## src/rtl/ped_request_ctrl_if.sv

```systemverilog
// Pedestrian request bundle between the button front end and its environment:
// button, light state/countdown in; crossing request, WALK lamp and grant pulse out.
interface ped_request_ctrl_if;
   logic       btn_raw;
   logic [2:0] led;
   logic [7:0] clock;
   logic       pass_request;
   logic       walk;
   logic       served;

   modport master (
      output btn_raw, led, clock,
      input  pass_request, walk, served
   );

   modport slave (
      input  btn_raw, led, clock,
      output pass_request, walk, served
   );
endinterface

```

## src/rtl/ped_request_ctrl.sv

```systemverilog
// Pedestrian push-button front end: synchronise, debounce, latch a crossing request,
// drive WALK during red and hold off new requests for a cooldown. Option: WALK_BLINK_EN.
module ped_request_ctrl #(
   parameter int DEBOUNCE_CYCLES = 4,
   parameter int COOLDOWN_CYCLES = 20,
   parameter int WARN_CYCLES     = 5
) (
   input logic             clk,
   input logic             rst_n,
   ped_request_ctrl_if.slave bus
);
   localparam int DB_W = $clog2(DEBOUNCE_CYCLES);
   localparam int CD_W = (COOLDOWN_CYCLES > 1) ? $clog2(COOLDOWN_CYCLES) : 1;
   localparam logic [DB_W-1:0] DB_LAST = DB_W'(DEBOUNCE_CYCLES - 1);
   localparam logic [CD_W-1:0] CD_LOAD = CD_W'(COOLDOWN_CYCLES - 1);

   typedef enum logic [1:0] {
      IDLE     = 2'd0,
      PENDING  = 2'd1,
      SERVING  = 2'd2,
      COOLDOWN = 2'd3
   } state_t;

   state_t          state_r, next_state_s;
   logic            sync1_r, btn_s_r;
   logic            btn_db_r, btn_db_q_r;
   logic [DB_W-1:0] db_cnt_r;
   logic [CD_W-1:0] cd_cnt_r;
   logic            deferred_r;
   logic            red_q_r;
   logic            pass_request_r, walk_r, served_r;
   logic            pass_next_s, walk_next_s, served_next_s;
   logic            press_s, red_s, red_entry_s;

   // Only the exact one-hot red code counts as red
   assign red_s       = (bus.led == 3'b001);
   assign red_entry_s = red_s & ~red_q_r;
   assign press_s     = btn_db_r & ~btn_db_q_r;

   // Two-flop synchroniser for the asynchronous button
   always_ff @(posedge clk or negedge rst_n) begin
      if (!rst_n) begin
         sync1_r <= 1'b0;
         btn_s_r <= 1'b0;
      end else begin
         sync1_r <= bus.btn_raw;
         btn_s_r <= sync1_r;
      end
   end

   // Debounce: level only moves after DEBOUNCE_CYCLES consecutive differing samples
   always_ff @(posedge clk or negedge rst_n) begin
      if (!rst_n) begin
         db_cnt_r   <= {DB_W{1'b0}};
         btn_db_r   <= 1'b0;
         btn_db_q_r <= 1'b0;
         red_q_r    <= 1'b0;
      end else begin
         btn_db_q_r <= btn_db_r;
         red_q_r    <= red_s;
         if (btn_s_r == btn_db_r) begin
            db_cnt_r <= {DB_W{1'b0}};
         end else if (db_cnt_r == DB_LAST) begin
            btn_db_r <= btn_s_r;
            db_cnt_r <= {DB_W{1'b0}};
         end else begin
            db_cnt_r <= db_cnt_r + 1'b1;
         end
      end
   end

   // Cooldown counter and deferred-press flag
   always_ff @(posedge clk or negedge rst_n) begin
      if (!rst_n) begin
         cd_cnt_r   <= {CD_W{1'b0}};
         deferred_r <= 1'b0;
      end else begin
         if (state_r == SERVING && !red_s) begin
            cd_cnt_r <= CD_LOAD;
         end else if (state_r == COOLDOWN && cd_cnt_r != {CD_W{1'b0}}) begin
            cd_cnt_r <= cd_cnt_r - 1'b1;
         end else begin
            cd_cnt_r <= cd_cnt_r;
         end
         if (state_r != COOLDOWN || cd_cnt_r == {CD_W{1'b0}}) begin
            deferred_r <= 1'b0;
         end else if (press_s) begin
            deferred_r <= 1'b1;
         end else begin
            deferred_r <= deferred_r;
         end
      end
   end

   // FSM state register
   always_ff @(posedge clk or negedge rst_n) begin
      if (!rst_n) begin
         state_r <= IDLE;
      end else begin
         state_r <= next_state_s;
      end
   end

   // FSM next-state logic
   always_comb begin
      next_state_s = state_r;
      case (state_r)
         IDLE: begin
            if (press_s) next_state_s = PENDING;
            else         next_state_s = IDLE;
         end
         PENDING: begin
            if (red_entry_s) next_state_s = SERVING;
            else             next_state_s = PENDING;
         end
         SERVING: begin
            if (!red_s) next_state_s = COOLDOWN;
            else        next_state_s = SERVING;
         end
         COOLDOWN: begin
            // A press landing on the expiry cycle still counts as deferred
            if (cd_cnt_r == {CD_W{1'b0}}) begin
               if (deferred_r || press_s) next_state_s = PENDING;
               else                       next_state_s = IDLE;
            end else begin
               next_state_s = COOLDOWN;
            end
         end
         default: next_state_s = IDLE;
      endcase
   end

   // Output decode from the upcoming state so the outputs leave a register
   always_comb begin
      pass_next_s   = 1'b0;
      walk_next_s   = 1'b0;
      served_next_s = 1'b0;
      case (next_state_s)
         PENDING: pass_next_s = 1'b1;
         SERVING: walk_next_s = 1'b1;
         default: begin
            pass_next_s = 1'b0;
            walk_next_s = 1'b0;
         end
      endcase
      if (state_r == PENDING && red_entry_s) served_next_s = 1'b1;
      else                                   served_next_s = 1'b0;
   end

   // Output registers
   always_ff @(posedge clk or negedge rst_n) begin
      if (!rst_n) begin
         pass_request_r <= 1'b0;
         walk_r         <= 1'b0;
         served_r       <= 1'b0;
      end else begin
         pass_request_r <= pass_next_s;
         walk_r         <= walk_next_s;
         served_r       <= served_next_s;
      end
   end

   assign bus.pass_request = pass_request_r;
   assign bus.served       = served_r;

`ifdef WALK_BLINK_EN
   // Flash WALK with the controller countdown during the final red counts
   assign bus.walk = walk_r & ((bus.clock >= 8'(WARN_CYCLES)) | bus.clock[0]);
`else
   logic unused_clock_s;
   assign unused_clock_s = ^{bus.clock, 8'(WARN_CYCLES)};
   assign bus.walk       = walk_r;
`endif

endmodule
```

## src/flat_wrapper.sv

```systemverilog
// flat-port wrapper written by rule: the top's interface ports become plain ports
module ped_request_ctrl_flat 
#(
   parameter int DEBOUNCE_CYCLES = 4,
   parameter int COOLDOWN_CYCLES = 20,
   parameter int WARN_CYCLES     = 5
)
  (clk, rst_n, bus_btn_raw, bus_led, bus_clock, bus_pass_request, bus_walk, bus_served);
  ped_request_ctrl_if bus_i ();
  input logic clk;
  input logic rst_n;
  input wire logic [$bits(bus_i.btn_raw)-1:0] bus_btn_raw;
  input wire logic [$bits(bus_i.led)-1:0] bus_led;
  input wire logic [$bits(bus_i.clock)-1:0] bus_clock;
  output wire logic [$bits(bus_i.pass_request)-1:0] bus_pass_request;
  output wire logic [$bits(bus_i.walk)-1:0] bus_walk;
  output wire logic [$bits(bus_i.served)-1:0] bus_served;
  assign bus_i.btn_raw = bus_btn_raw;
  assign bus_i.led = bus_led;
  assign bus_i.clock = bus_clock;
  assign bus_pass_request = bus_i.pass_request;
  assign bus_walk = bus_i.walk;
  assign bus_served = bus_i.served;
  ped_request_ctrl #(.DEBOUNCE_CYCLES(DEBOUNCE_CYCLES), .COOLDOWN_CYCLES(COOLDOWN_CYCLES), .WARN_CYCLES(WARN_CYCLES)) u_core (.clk(clk), .rst_n(rst_n), .bus(bus_i));
endmodule
```

## config.mk

```make
export PLATFORM = sky130hd
export DESIGN_NAME = ped_request_ctrl_flat
export DESIGN_NICKNAME = d
export VERILOG_FILES = /design/src/rtl/ped_request_ctrl_if.sv /design/src/rtl/ped_request_ctrl.sv /design/src/flat_wrapper.sv
export SDC_FILE = /design/constraint.sdc
export NUM_CORES = 1
export LEC_CHECK = 0
export CAP_MARGIN = 20
export CORE_MARGIN = 10
export CORE_UTILIZATION = 51
export DETAILED_ROUTE_END_ITERATION = 16
export HOLD_SLACK_MARGIN = 0.02
export PLACE_DENSITY = 0.89
export SKIP_CTS_REPAIR_TIMING = 1
export SLEW_MARGIN = 20
export SYNTH_ARGS = -nofsm -noshare
export SYNTH_HDL_FRONTEND = slang
export SYNTH_SLANG_ARGS = --single-unit
```

## constraint.sdc

```tcl
create_clock -name clk -period 4.9 [get_ports clk]
set_input_delay 0.98 -clock clk [delete_from_list [all_inputs] [get_ports clk]]
set_output_delay 0.98 -clock clk [all_outputs]
set_load 0.03 [all_outputs]
```

==> flow_summary.yaml, run 1 <==
status:
  status: "finished, final reports clean"
pwr:
  leakagePower_nw: 0.427
  pwr_density_cell_nw_per_um2: 582
  finalPower_mw: 0.516
  peakVddDrop_v: 0.000318
yosys:
  syn-num-nets: 83
  synth_seq_area_share_pct: 58.7
  ys_ff_latch: 18
  syn_area_um2: 767
  synth_top_area_share_pct: 58.7
  synth_edf_count: 0
  ys_types: 27
  netlist.top_cell.by_area: "dfrtp_1"
  synth_cells: 67
  ys_async_sr_fraction_pct: 100
  synth_area_per_cell_um2: 11.4
  yosysWarnings: 0
  synthFlopType: "dfrtp_1"
  yosys-top-cells-area: "dfrtp_1, ha_1, inv_1"
grt:
  grt_pass1_wl_um: 2040
  grt_max_degree: 19
  grt_usage_pct: 7.41
  antenna_found_initial: 0
  grt_pass1_vias: 511
  overflow: 0
critical_path:
  critical-path-top-delay-family: "buffers and inverters"
  critPathMaxFanout: 1
  cpMaxStageDelayCell: "clkdlybuf4s50_1"
  path_cells: "clkdlybuf4s50_1"
  critPathMaxStageDelay_ns: 0.66
  start_kind: "register"
  crit_path_end_kind: "output port"
  path_class: "register to output port"
  cp_data_required_time_ns: 3.92
  worst-path-buf-inv: 1
  arrival_ns: 1.28
drt:
  dr.pass1.iters: 4
  vias: 501
  drc_errors: 0
  wl_um: 1150
  first_iter_violations: 4
  drtAntennaViolNets: 0
  route.detailed.wl_per_inst_um: 12.7
  routed_via_density: 5.51
sta:
  fin_crit_ns: 2.26
  hold_viol_final: 0
  tightest_slew_ns: 0.744
  clock.fmax_ghz: 0.442
  drv_slew: 0
  fin_skew_ns: 0.00515
  rsz0062_at_grt: "no"
  post-route-period-util_pct: 46.2
  setup_viol: 0
  slew-limit-headroom_pct: 50.2
  tns_ns: 0
final_layout:
  nets: 93
  fin_area_um2: 887
  layout-drive-gt1-share_pct: 10.5
  area_delta_synth_final_pct: 15.7
  fillers: 115
  antenna_cells: 0
floorplan:
  die_y_um: 58.8
  num_io_pins: 17
  die_w_um: 58.8
  initial_utilization_pct: 56.1
  core_um2: 1370
  dieArea_um2: 3460
  std_cell_rows: 13
place:
  port_buffers: 8
  dpl_cell_area_um2: 851
  dp_hpwl_um: 879
  gp_congestion: 0.821
cts:
  cts_num_sinks: 18
  numCtsBuffers: 3
  root_buffer: "clkbuf_4"
  clkTransAtPathRegs_ns: 0.10
  cts_tree: "done"
  worstSkewPairLatency_ns: 0.29
  htree_levels: 1
  ctsLongestPathBuffers: 2
flow_run:
  drv_cap: 0
worst_hold_path:
  hold_path.class: "register to register"
-- final timing paths --
kind                               startpoint                 endpoint  slack, ns  cells after the start
max                         u_core.bus.served               bus_served       2.64                      1
max reg2reg                u_core.cd_cnt_r[0]  u_core.bus.pass_request       3.18                      6
min                            u_core.sync1_r           u_core.btn_s_r       0.37                      0
min reg2reg                    u_core.sync1_r           u_core.btn_s_r       0.37                      0
min in group asynchronous               rst_n           u_core.red_q_r       1.12                      1
max in group asynchronous               rst_n       u_core.db_cnt_r[1]       3.31                      1
-- worst reg2reg max path, cell delays in order (launching register included) --
cell	delay (ns)
dfrtp_1	0.39
inv_1	0.09
ha_1	0.19
or4b_4	0.51
nand3_2	0.14
a32oi_2	0.14
and2_1	0.16
-- layer usage --
layer  GRT usage (%)  wire, µm
met4            2.62         6
met2            12.8       561
met5               0         0
met1            7.67       504
met3            3.43        81
-- per-stage QoR --
| stage | hold slack, ns | cells | setup slack [ns] | utilization, % |
|---|---|---|---|---|
| final | 0.367 | 91 | 2.64 | 64.9 |
| after global routing | 0.371 | 91 | 2.60 | 64.9 |
| after CTS | 0.366 | 91 | 2.62 | 64.9 |
| after detailed placement | 0.343 | 87 | 2.33 | 62.3 |
| after global placement | 0.332 | 87 | 2.34 | 62.3 |
| after floorplan | 0.331 | 67 | 2.83 | - |
-- registers in the layout, summed over array words and instances (netlist names) --
register,count
u_core.deferred_r,1
u_core.btn_db_r,1
u_core.db_cnt_r,2
u_core.btn_db_q_r,1
u_core.state_r,2
u_core.cd_cnt_r,5
u_core.bus.walk,1
u_core.bus.pass_request,1
u_core.red_q_r,1
u_core.btn_s_r,1
u_core.bus.served,1
u_core.sync1_r,1
-- layout by cell type (no fill, tap or decap), drive strengths merged --
master         count
a211o              1
a21oi              1
a32oi              1
and2               1
clkbuf             4
clkdlybuf4s50      8
dfrtp             18
ha                 2
inv                6
mux2               1
nand2              3
nand2b             1
nand3              1
nand4              2
nor2               6
nor2b              2
nor3               3
o211ai             1
o21ai              5
o22ai              1
o41ai              1
or3b               1
or4b               1
or4bb              1
xnor2              2
xor2               2
-- logic make-up (layout without fill, tap and decap cells) --
| group | after synthesis | in the layout | share of synthesized area, % |
|---|---|---|---|
| xor gates and xnor gates | 4 | 4 | 4.57 |
| buffers and inverters | 9 | 18 | 4.89 |
| adders and majority gates | 2 | 2 | 3.26 |
| AOI/OAI and AO/OA | 11 | 11 | 10.1 |
| DFF | 18 | 18 | 58.7 |
| and+or+nand+nor | 22 | 22 | 17.0 |
| muxes | 1 | 1 | 1.47 |
-- synthesized netlist by cell type, types with 2 or more instances --
library cell	n
xor2_1	2
nand2_1	3
ha_1	2
dfrtp_1	18
o21ai_0	4
nor2_1	6
buf_2	2
xnor2_1	2
inv_1	6
nor2b_1	2
nor3_1	3
nand4_1	2
-- final cells by class --
type                       instances  area (µm²)  share of cell area, %
sequential                        18         450                   50.8
timing repair buffer               8        80.1                   9.03
multi-input combinational         40         279                   31.5
tap                               15        18.8                   2.12
inverter                           6        22.5                   2.54
clock buffer                       4        36.3                   4.09
-- report_power, final --
group          internal [mW]  switching, mW  total [mW]  leakage, nW
Combinational         0.0883         0.0965       0.185        0.188
Sequential             0.200         0.0426       0.243        0.218
Clock                 0.0452         0.0434      0.0886       0.0210
Total                  0.334          0.182       0.516        0.427
No activity file was read; power rests on OpenSTA's default activity.
==> run 2: changes to the inputs <==
Settings changed: CORE_UTILIZATION 51 to 43, PLACE_DENSITY 0.89 to 0.8.
Clock period 4.9 ns to 1.9 ns, I/O delays scaled along.
==> flow_summary.yaml, run 2 (synthesized netlist as in run 1, its figures left out) <==
floorplan:
  initial_utilization_pct: 44.9
  dieArea_um2: 3870
  die_w_um: 62.2
  die_y_um: 62.2
  std_cell_rows: 15
  num_io_pins: 17
  core_um2: 1710
critical_path:
  r2r_slack_ns: 0.16
  critical-path-top-delay-family: "simple AND/OR/NAND/NOR gates"
  arrival_ns: 1.93
  path_cells: "inv_1 -> ha_1 -> or4b_4 -> nand3_2 -> a32oi_2 -> and2_1"
  crit-reg2reg-launch: "u_core.cd_cnt_r[0]"
  worst-path-buf-inv: 1
  start_kind: "register"
  cp_data_required_time_ns: 2.09
  r2r_cells: 6
  path_class: "register to register"
  crit_path_end_kind: "register"
  cpMaxStageDelayCell: "or4b_4"
  reg2reg_to: "u_core.bus.pass_request"
  critPathMaxStageDelay_ns: 0.52
  critPathMaxFanout: 5
sta:
  setup_viol: 0
  post-route-period-util_pct: 91.7
  rsz0062_at_grt: "no"
  fin_crit_ns: 1.74
  whs_ns: 0.361
  fin_skew_ns: 0.00932
  slew-limit-headroom_pct: 77.5
  tightest_slew_ns: 0.337
  clock.fmax_ghz: 0.574
  drv_slew: 0
  hold_viol_final: 0
  tns_ns: 0
drt:
  route.detailed.wl_per_inst_um: 12.9
  wl_um: 1340
  first_iter_violations: 9
  vias: 510
  drc_errors: 0
  dr.pass1.iters: 6
  routed_via_density: 4.90
  drtAntennaViolNets: 0
grt:
  grtUsageMet3_pct: 2.87
  grt_pass1_vias: 557
  grtUsageMet2_pct: 12.3
  grt_max_degree: 19
  grt_usage_pct: 7.91
  use_met1_pct: 7.92
  antenna_found_initial: 0
  overflow: 0
  grt_pass1_wl_um: 2450
  grt_busiest_layer: "met2"
final_layout:
  fin_util_pct: 54.0
  largest_register_ffs: 5
  antenna_cells: 0
  nets: 96
  area_delta_synth_final_pct: 20.2
  regMostFlops: "u_core.cd_cnt_r"
  layout_commonest_cell: "dfrtp_1"
  mostFrequentLayoutCells: "dfrtp_1, clkdlybuf4s50_1, inv_1, nor2_1, o21ai_0"
  layout-drive-gt1-share_pct: 13.9
  reg_top3: "u_core.cd_cnt_r: 5 flops, u_core.db_cnt_r: 2 flops, u_core.state_r: 2 flops"
cts:
  cts_tree: "done"
  worstSkewPairLatency_ns: 0.30
  root_buffer: "clkbuf_4"
  clkTransAtPathRegs_ns: 0.10
  htree_levels: 1
  ctsLongestPathBuffers: 2
  cts_num_sinks: 18
  numCtsBuffers: 3
worst_hold_path:
  hold_path.class: "register to register"
  holdPathEnd: "u_core.btn_s_r"
  hold_depth: 0
  min_from: "u_core.sync1_r"
place:
  dp_hpwl_um: 1010
  gp_congestion: 0.799
  port_buffers: 8
flow_run:
  drv_cap: 0
status:
  status: "finished, final reports clean"
pwr:
  pwr_density_cell_nw_per_um2: 1480
  leakagePower_nw: 0.440
  peakVddDrop_v: 0.000702
==> run 2: cell types whose count changed in the layout (fill, tap and decap cells not counted), sizes merged <==
cell,previous run,this run
buf,0,3
==> run 2: where the power goes <==
group	switching [mW]	internal, mW
clock network	0.116	0.117
logic	0.278	0.240
registers	0.0950	0.517
total	0.489	0.874
==> run 2: how the worst max path moves through the flow <==
stage / startpoint / endpoint / slack (ns) / depth (start not counted)
finish: u_core.cd_cnt_r[0] / u_core.bus.pass_request / 0.16 / 6
global route: u_core.cd_cnt_r[0] / u_core.bus.pass_request / 0.06 / 6
CTS: u_core.cd_cnt_r[0] / u_core.bus.pass_request / 0.17 / 6
detailed placement: bus_led[0] / u_core.bus.pass_request / -0.08 / 5
global placement: bus_led[0] / u_core.bus.pass_request / -0.02 / 5
floorplan: u_core.cd_cnt_r[0] / u_core.bus.pass_request / 0.30 / 6
==> run 2: layout make-up <==
type,instances,area [µm²]
Clock buffer,4,36.3
Fill cell,132,786
Inverter,6,22.5
Multi-Input combinational cell,40,279
Sequential cell,18,450
Tap cell,25,31.3
Timing Repair Buffer,11,103
==> run 2: routing by layer <==
layer / wire, µm / up-vias
met5: 0 / -
met4: 48 / 0
met3: 76 / 4
met2: 622 / 11
met1: 592 / 242
li1: - / 253
==> run 2: through the flow <==
stage	instance area [µm²]	cells	setup slack, ns	power, mW
4_1_cts	922	104	0.173	1.38
6_report	922	104	0.158	1.36
2_1_floorplan	767	67	0.304	0.993
3_3_place_gp	886	100	-0.0198	1.11
3_5_place_dp	886	100	-0.0809	1.14
5_1_grt	922	104	0.0608	1.48
==> run 3: changes to the inputs <==
Settings changed: CTS_CLUSTER_SIZE set to 30.
Clock period 1.9 ns to 1.5 ns, I/O delays scaled along.
==> flow_summary.yaml, run 3 (synthesized netlist as in run 1, its figures left out) <==
status:
  status: "complete, but fails checks"
  violations: "negative setup slack"
cts:
  htree_levels: 1
  ctsLongestPathBuffers: 2
  numCtsBuffers: 3
  cts_tree: "done"
  worstSkewPairLatency_ns: 0.29
  cts_num_sinks: 18
  root_buffer: "clkbuf_4"
  clkTransAtPathRegs_ns: 0.10
sta:
  layout_setup_ws_ns: -0.103
  rsz0062_at_grt: "yes"
  tns_ns: -0.367
  fin_crit_ns: 1.60
  tightest_slew_ns: 0.334
  clock.fmax_ghz: 0.624
  slew-limit-headroom_pct: 77.5
  drv_slew: 0
  whs_ns: 0.323
  setup_viol: 6
  post-route-period-util_pct: 107
  hold_viol_final: 0
  fin_skew_ns: 0.00252
pwr:
  p_clk_share_pct: 14.8
  leakagePower_nw: 0.537
  comb_power_share_pct: 47.1
  swShare_pct: 34.9
  peakVddDrop_v: 0.00113
  p_switching_mw: 0.688
  pwr_density_cell_nw_per_um2: 1920
  p_int_mw: 1.28
  p_seq_share_pct: 38.1
  finalPower_mw: 1.97
drt:
  routed_via_density: 4.88
  first_iter_violations: 7
  route.detailed.wl_per_inst_um: 13.1
  vias: 552
  drtAntennaViolNets: 0
  dr.pass1.iters: 3
  drc_errors: 0
  wl_um: 1480
floorplan:
  dieArea_um2: 3870
  std_cell_rows: 15
  core_um2: 1710
  die_y_um: 62.2
  num_io_pins: 17
  initial_utilization_pct: 44.9
  die_w_um: 62.2
flow_run:
  drv_cap: 0
critical_path:
  path_cells: "inv_2 -> ha_4 -> or4b_4 -> nand3_4 -> a32oi_2 -> and2_1"
  r2r_cells: 6
  critPathMaxFanout: 5
  startpoint: "u_core.cd_cnt_r[0]"
  r2r_slack_ns: -0.10
  cp_data_required_time_ns: 1.69
  crit_path_end_kind: "register"
  reg2reg_to: "u_core.bus.pass_request"
  path_class: "register to register"
  critPathMaxStageDelay_ns: 0.50
  start_kind: "register"
  worst-path-buf-inv: 1
  critical-path-top-delay-family: "simple AND/OR/NAND/NOR gates"
  crit-reg2reg-launch: "u_core.cd_cnt_r[0]"
  arrival_ns: 1.79
  crit_end: "u_core.bus.pass_request"
  cp_num_cells: 6
  cpMaxStageDelayCell: "or4b_4"
final_layout:
  mostFrequentLayoutCells: "dfrtp_1, buf_4, nor2_1"
  reg_top3: "u_core.cd_cnt_r: 5 flops, u_core.db_cnt_r: 2 flops, u_core.state_r: 2 flops"
  antenna_cells: 0
  layout-drive-gt1-share_pct: 28.4
  area_delta_synth_final_pct: 33.9
  regMostFlops: "u_core.cd_cnt_r"
  largest_register_ffs: 5
  nets: 105
  fin_area_um2: 1030
  layout_commonest_cell: "dfrtp_1"
worst_hold_path:
  hold_path.class: "primary input to async pin"
place:
  gp_congestion: 0.887
  port_buffers: 8
  dp_hpwl_um: 1110
  dpl_cell_area_um2: 943
grt:
  grt_usage_pct: 7.73
  antenna_found_initial: 0
  grt_pass1_wl_um: 2460
  overflow: 0
  grt_max_degree: 19
  grt_pass1_vias: 565
run 3: changes by cell type in the layout (fill, tap and decap cells not counted), sizes merged:
cell,before,now
buf,3,12
clkdlybuf4s50,8,5
dlymetal6s2s,0,3
run 3: worst min path at each step:
stage | startpoint | to | slack [ns] | cells after the start
floorplan | rst_n | u_core.btn_db_q_r | 0.004 | 0
global placement | u_core.sync1_r | u_core.btn_s_r | 0.33 | 0
detailed placement | u_core.sync1_r | u_core.btn_s_r | 0.35 | 0
CTS | rst_n | u_core.cd_cnt_r[4] | 0.32 | 2
global route | rst_n | u_core.btn_db_q_r | 0.32 | 2
finish | rst_n | u_core.btn_db_q_r | 0.32 | 2
run 3: metrics by stage:
step | setup slack (ns) | util (%) | cells
after floorplan | -0.0337 | - | 67
after global placement | -0.346 | 55.2 | 105
after detailed placement | -0.411 | 55.2 | 105
after CTS | -0.124 | 57.4 | 109
after global routing | -0.168 | 60.1 | 113
final | -0.103 | 60.1 | 113
run 3: power by group through the flow:
stage                     clock network [mW]  logic [mW]  registers [mW]
after floorplan                            0       0.527           0.780
after global placement                     0       0.797           0.749
after detailed placement                   0       0.838           0.762
after CTS                              0.303       0.839           0.753
after global routing                   0.330        1.02           0.767
final                                  0.292       0.928           0.751
run 3: layout make-up:
| type | count | area, µm² |
|---|---|---|
| Timing Repair Buffer | 20 | 178 |
| Multi-Input combinational cell | 40 | 309 |
| Clock buffer | 4 | 36.3 |
| Sequential cell | 18 | 450 |
| Tap cell | 25 | 31.3 |
| Inverter | 6 | 22.5 |
| Fill cell | 145 | 681 |
run 3: metal layers:
metal  part of all wire [%]  vias to the layer above  global-route usage [%]
li1                       -                      276                       -
met1                     47                      262                    8.46
met2                     48                       10                    12.3
met3                    2.3                        4                    2.69
met4                    2.6                        0                    5.14
met5                      0                        -                       0
